**src/rtl/sp_ram_dma.sv**
```systemverilog
// sp_ram_dma: memory-port initiator for a single-port word RAM.
// Copies a block of words within the same RAM (read then write) or fills a
// block with a constant pattern. The RAM port belongs to this block while busy.
//
// Ports:
//   clk, rst_n          clock, asynchronous active-low reset
//   start_i             command strobe, sampled only while idle
//   mode_i              0 = copy, 1 = fill
//   src_addr_i          copy source byte address (bits [1:0] ignored)
//   dst_addr_i          destination byte address (bits [1:0] ignored)
//   len_i               word count (0 completes with no RAM access)
//   fill_data_i         fill pattern
//   busy_o, done_o      status: busy while transferring, one-cycle done pulse
//   mem_*               RAM request port; mem_rdata_i valid one cycle after a read
//   csum_o              XOR of all written words (only with SP_RAM_DMA_CSUM_EN)
//
// Optional feature macro: SP_RAM_DMA_CSUM_EN adds the csum_o write checksum.
module sp_ram_dma #(
  parameter int unsigned ADDR_WIDTH = 8,
  parameter int unsigned LEN_WIDTH  = 6
) (
  input  logic                  clk,
  input  logic                  rst_n,
  input  logic                  start_i,
  input  logic                  mode_i,
  input  logic [ADDR_WIDTH-1:0] src_addr_i,
  input  logic [ADDR_WIDTH-1:0] dst_addr_i,
  input  logic [LEN_WIDTH-1:0]  len_i,
  input  logic [31:0]           fill_data_i,
  output logic                  busy_o,
  output logic                  done_o,
  output logic                  mem_en_o,
  output logic [ADDR_WIDTH-1:0] mem_addr_o,
  output logic [31:0]           mem_wdata_o,
  output logic                  mem_we_o,
  output logic [3:0]            mem_be_o,
  input  logic [31:0]           mem_rdata_i
`ifdef SP_RAM_DMA_CSUM_EN
  ,
  output logic [31:0]           csum_o
`endif
);

  localparam logic [2:0] IDLE = 3'd0;
  localparam logic [2:0] RD   = 3'd1;
  localparam logic [2:0] WR   = 3'd2;
  localparam logic [2:0] FILL = 3'd3;
  localparam logic [2:0] DONE = 3'd4;

  localparam logic [ADDR_WIDTH-1:0] WORD_STEP = ADDR_WIDTH'(4);
  localparam logic [ADDR_WIDTH-1:0] WORD_MASK = ~ADDR_WIDTH'(3);
  localparam logic [LEN_WIDTH-1:0]  LEN_ZERO  = LEN_WIDTH'(0);
  localparam logic [LEN_WIDTH-1:0]  LEN_ONE   = LEN_WIDTH'(1);

  logic [2:0]            state_q;
  logic [2:0]            state_d;
  logic [ADDR_WIDTH-1:0] src_q;
  logic [ADDR_WIDTH-1:0] dst_q;
  logic [LEN_WIDTH-1:0]  count_q;
  logic [31:0]           fill_q;
  logic                  accept;

  // A command is taken only from IDLE; starts elsewhere are dropped.
  assign accept = (state_q == IDLE) && start_i;

  // State register.
  always_ff @(posedge clk or negedge rst_n) begin
    if (!rst_n) begin
      state_q <= IDLE;
    end else begin
      state_q <= state_d;
    end
  end

  // Next state and RAM port / status decode; the RAM port is driven straight
  // from state and registers so the request leaves in the same cycle.
  always_comb begin
    state_d     = state_q;
    busy_o      = 1'b0;
    done_o      = 1'b0;
    mem_en_o    = 1'b0;
    mem_we_o    = 1'b0;
    mem_be_o    = 4'h0;
    mem_addr_o  = '0;
    mem_wdata_o = '0;
    case (state_q)
      IDLE: begin
        if (start_i) begin
          if (len_i == LEN_ZERO) begin
            state_d = DONE;
          end else if (mode_i) begin
            state_d = FILL;
          end else begin
            state_d = RD;
          end
        end
      end
      RD: begin
        busy_o     = 1'b1;
        mem_en_o   = 1'b1;
        mem_addr_o = src_q;
        state_d    = WR;
      end
      WR: begin
        // Read data returned for the preceding RD is written straight back.
        busy_o      = 1'b1;
        mem_en_o    = 1'b1;
        mem_we_o    = 1'b1;
        mem_be_o    = 4'hF;
        mem_addr_o  = dst_q;
        mem_wdata_o = mem_rdata_i;
        state_d     = (count_q == LEN_ONE) ? DONE : RD;
      end
      FILL: begin
        busy_o      = 1'b1;
        mem_en_o    = 1'b1;
        mem_we_o    = 1'b1;
        mem_be_o    = 4'hF;
        mem_addr_o  = dst_q;
        mem_wdata_o = fill_q;
        state_d     = (count_q == LEN_ONE) ? DONE : FILL;
      end
      DONE: begin
        done_o  = 1'b1;
        state_d = IDLE;
      end
      default: begin
        state_d = IDLE;
      end
    endcase
  end

  // Command capture and address/count stepping; addresses wrap modulo 2^ADDR_WIDTH.
  always_ff @(posedge clk or negedge rst_n) begin
    if (!rst_n) begin
      src_q   <= '0;
      dst_q   <= '0;
      count_q <= '0;
      fill_q  <= '0;
    end else if (accept) begin
      src_q   <= src_addr_i & WORD_MASK;
      dst_q   <= dst_addr_i & WORD_MASK;
      count_q <= len_i;
      fill_q  <= fill_data_i;
    end else if (state_q == WR) begin
      src_q   <= src_q + WORD_STEP;
      dst_q   <= dst_q + WORD_STEP;
      count_q <= count_q - LEN_ONE;
    end else if (state_q == FILL) begin
      dst_q   <= dst_q + WORD_STEP;
      count_q <= count_q - LEN_ONE;
    end
  end

`ifdef SP_RAM_DMA_CSUM_EN
  // Running XOR of every written word; holds after completion until next start.
  always_ff @(posedge clk or negedge rst_n) begin
    if (!rst_n) begin
      csum_o <= '0;
    end else if (accept) begin
      csum_o <= '0;
    end else if (mem_we_o) begin
      csum_o <= csum_o ^ mem_wdata_o;
    end
  end
`endif

endmodule

```
**config.mk**
```make
export PLATFORM = sky130hd
export DESIGN_NAME = sp_ram_dma
export DESIGN_NICKNAME = d
export VERILOG_FILES = /design/src/rtl/sp_ram_dma.sv
export SDC_FILE = /design/constraint.sdc
export NUM_CORES = 1
export LEC_CHECK = 0
export ABC_AREA = 0
export CORE_MARGIN = 5
export CORE_UTILIZATION = 45
export DETAILED_ROUTE_END_ITERATION = 6
export PLACE_DENSITY_LB_ADDON = 0.12
export SKIP_CTS_REPAIR_TIMING = 1
export SYNTH_ARGS = -nofsm -noshare
export SYNTH_HDL_FRONTEND = slang
export SYNTH_SLANG_ARGS = --single-unit
```
**constraint.sdc**
```tcl
create_clock -name clk -period 2.61 [get_ports clk]
set_clock_uncertainty 0.1 [all_clocks]
set_input_delay 0.522 -clock clk [delete_from_list [all_inputs] [get_ports clk]]
set_output_delay 0.522 -clock clk [all_outputs]
set_load 0.01 [all_outputs]
```
==> impl_metrics.yaml <==
run_status:
  status: "completed"
clocking:
  clk-insertion-delay-late_ps: 310
  numCtsBuffers: 5
  path_clk_slew_ps: 100
  clock_path_buffers: 2
  clock_sinks: 53
  cts_tree: "yes"
  htreeDepth: 2
  root_buffer: "clkbuf_8"
synthesis:
  ys_ff_latch: 53
  synth.distinct_cells: 43
  synth_warnings: 0
  ys.flop_type: "dfrtp_1"
  synthCells: 361
  async_reset_ff_share_pct: 100.0
  synth_edf_count: 0
  syn_area_per_cell_um2: 8.460
  synth-seq-area-share_pct: 43.42
  synth_area_um2: 3054
layout:
  fillers: 549
  stdcell_area_um2: 4588
  seqCellArea_um2: 1329
  diodes: 0
  drive_above_1_share_pct: 7.025
  area_growth_pct: 50.23
  fin_util_pct: 68.67
  multi_input_area_um2: 1575
  final_cell_count_no_fill: 564
  finalNetCount: 577
setup_path:
  arrival_ps: 1900
  crit_start: "state_q[1]"
  cp.required_ps: 1990
  critPathMaxFanout: 15
  r2r_start: "state_q[1]"
  worstSetupPathType: "flop to primary output"
  crit_path_end_kind: "primary output"
  start_kind: "flop"
sta:
  post-route-min-period_ps: 2525
  setup_viol: 0
  fmax_ghz: 0.3960
  slew_headroom_pct: 45.43
  timing.final.ws_setup_ps: 84.76
  final_max_slew_viol_count: 0
  rsz0062_at_grt: "no"
  worstMarginPinSlew_ps: 807.5
  report.final.hold_viol_count: 0
  period_share_pct: 96.75
floorplanning:
  rows: 30
  die_area_um2: 8535
  io_pins: 138
  core_area_um2: 6681
  die_y_um: 92.39
  fp.dieW_um: 92.39
  start_util_pct: 45.71
run:
  drv_cap: 0
global_routing:
  grt_max_degree: 40
  grt.overflow.total: 0
  met2_usage_pct: 34.74
  grt_pass1_wl_mm: 14.44
  grt.busiest_layer: "met2"
  antenna_found_initial: 0
  groute.usage.overall_pct: 20.74
  grt_use_met3_pct: 5.605
  grt_pass1_vias: 2937
  grt_use_met1_pct: 27.15
hold_path:
  min_path_type: "input pin to async pin"
power:
  powerDensity_nw_per_um2: 1115
  leakage_uw: 0.002139
  p_total_uw: 5117
  ir_worst_vdd_mv: 0.5801
routing:
  first_pass_iters: 4
  ant_nets: 0
  drc: 0
  via_per_inst: 5.190
  wire_per_inst_um: 15.36
  finalWirelength_mm: 8.664
  drt-initial-drc-count: 141
  vias: 2927
place:
  dp.cells: 556
  place_congestion: 0.8338
  numPortBuffers: 131
  place_hpwl_mm: 6.399
  post-place-ws_ps: 174.2
  dpl-instance-area_um2: 4471
## metrics by stage
step                      hold slack [ps]  TNS [ps]
after CTS                           109.1    -52.43
after global routing                131.2         0
after detailed placement            362.9         0
final                               103.2         0
after global placement              359.5         0
after floorplan                     126.4         0
## sequential cells by signal, summed over array words and instances, names as in the netlist
| register | flops |
|---|---|
| count_q | 6 |
| dst_q | 6 |
| src_q | 6 |
| state_q | 3 |
| fill_q | 32 |
## layout by cell type, fill, tap and decap left out, drive strengths merged, types with 5 or more instances in the layout
cell type	n
a221o	10
nor2	46
nand3	6
inv	6
mux2i	35
nor3	10
clkdlybuf4s50	130
a22oi	5
clkbuf	7
nand4	5
dfrtp	53
buf	16
nand2	105
## worst max-delay path: stages (launching register included)
cell and delay, ps:
dfrtp_2 470, buf_4 200, nand3b_1 190, a21oi_2 180
clkdlybuf4s50_1 550
## Yosys cell counts (5+ instances only)
cell,n,share of area [%]
a22oi_1,5,1.2
nand4_1,5,1.0
clkbuf_1,15,1.8
mux2i_1,35,11
nor3_1,10,1.6
buf_2,6,0.98
nand2_1,105,13
nor2_1,46,5.7
dfrtp_1,53,43
inv_1,6,0.74
a221o_1,10,3.3
nand3_1,6,0.98
buf_4,7,1.7
## worst paths after layout
path,end,slack [ps],depth (start not counted)
max,mem_addr_o[6],80,4
min,dst_q[2],100,2
max reg2reg,src_q[3],540,5
min reg2reg,fill_q[25],380,2
max in group asynchronous,state_q[1],2020,2
min in group clk,fill_q[25],380,2
## where the power goes
| part | switching (uW) | internal (uW) | leakage, uW | total [uW] |
|---|---|---|---|---|
| clock network | 271 | 240 | 0.0000542 | 512 |
| registers | 346 | 1220 | 0.000648 | 1560 |
| logic | 1400 | 1640 | 0.00144 | 3040 |
## cell type report
class                           instances  share of cell area, %
Multi-Input combinational cell        271                  34.33
Timing Repair Buffer                  146                  31.82
Sequential cell                        53                  28.96
Tap cell                               80                  2.182
Clock buffer                            7                  2.100
Inverter                                6                 0.4909
Clock inverter                          1                 0.1091
## metal layers
metal	vias up	part of all wire (%)
met1	1359	42
met2	100	49
met3	8	7.5
met5	-	0
met4	0	0.87
li1	1460	-
## kinds of logic (layout without fill, tap and decap cells)
family                   count (synthesis)  count (layout)  share of synthesized area [%]
XOR/XNOR                                 2               2                         0.5736
AO/OA/AOI/OAI                           31              31                          8.235
flip-flops                              53              53                          43.42
adder cells (fa/ha/maj)                  4               4                          1.639
AND/OR/NAND/NOR                        195             195                          28.02
other                                    1               2                         0.1228
buffers and inverters                   38             160                          5.776
multiplexers                            37              37                          12.21
Power figures use the tool's default switching activity.
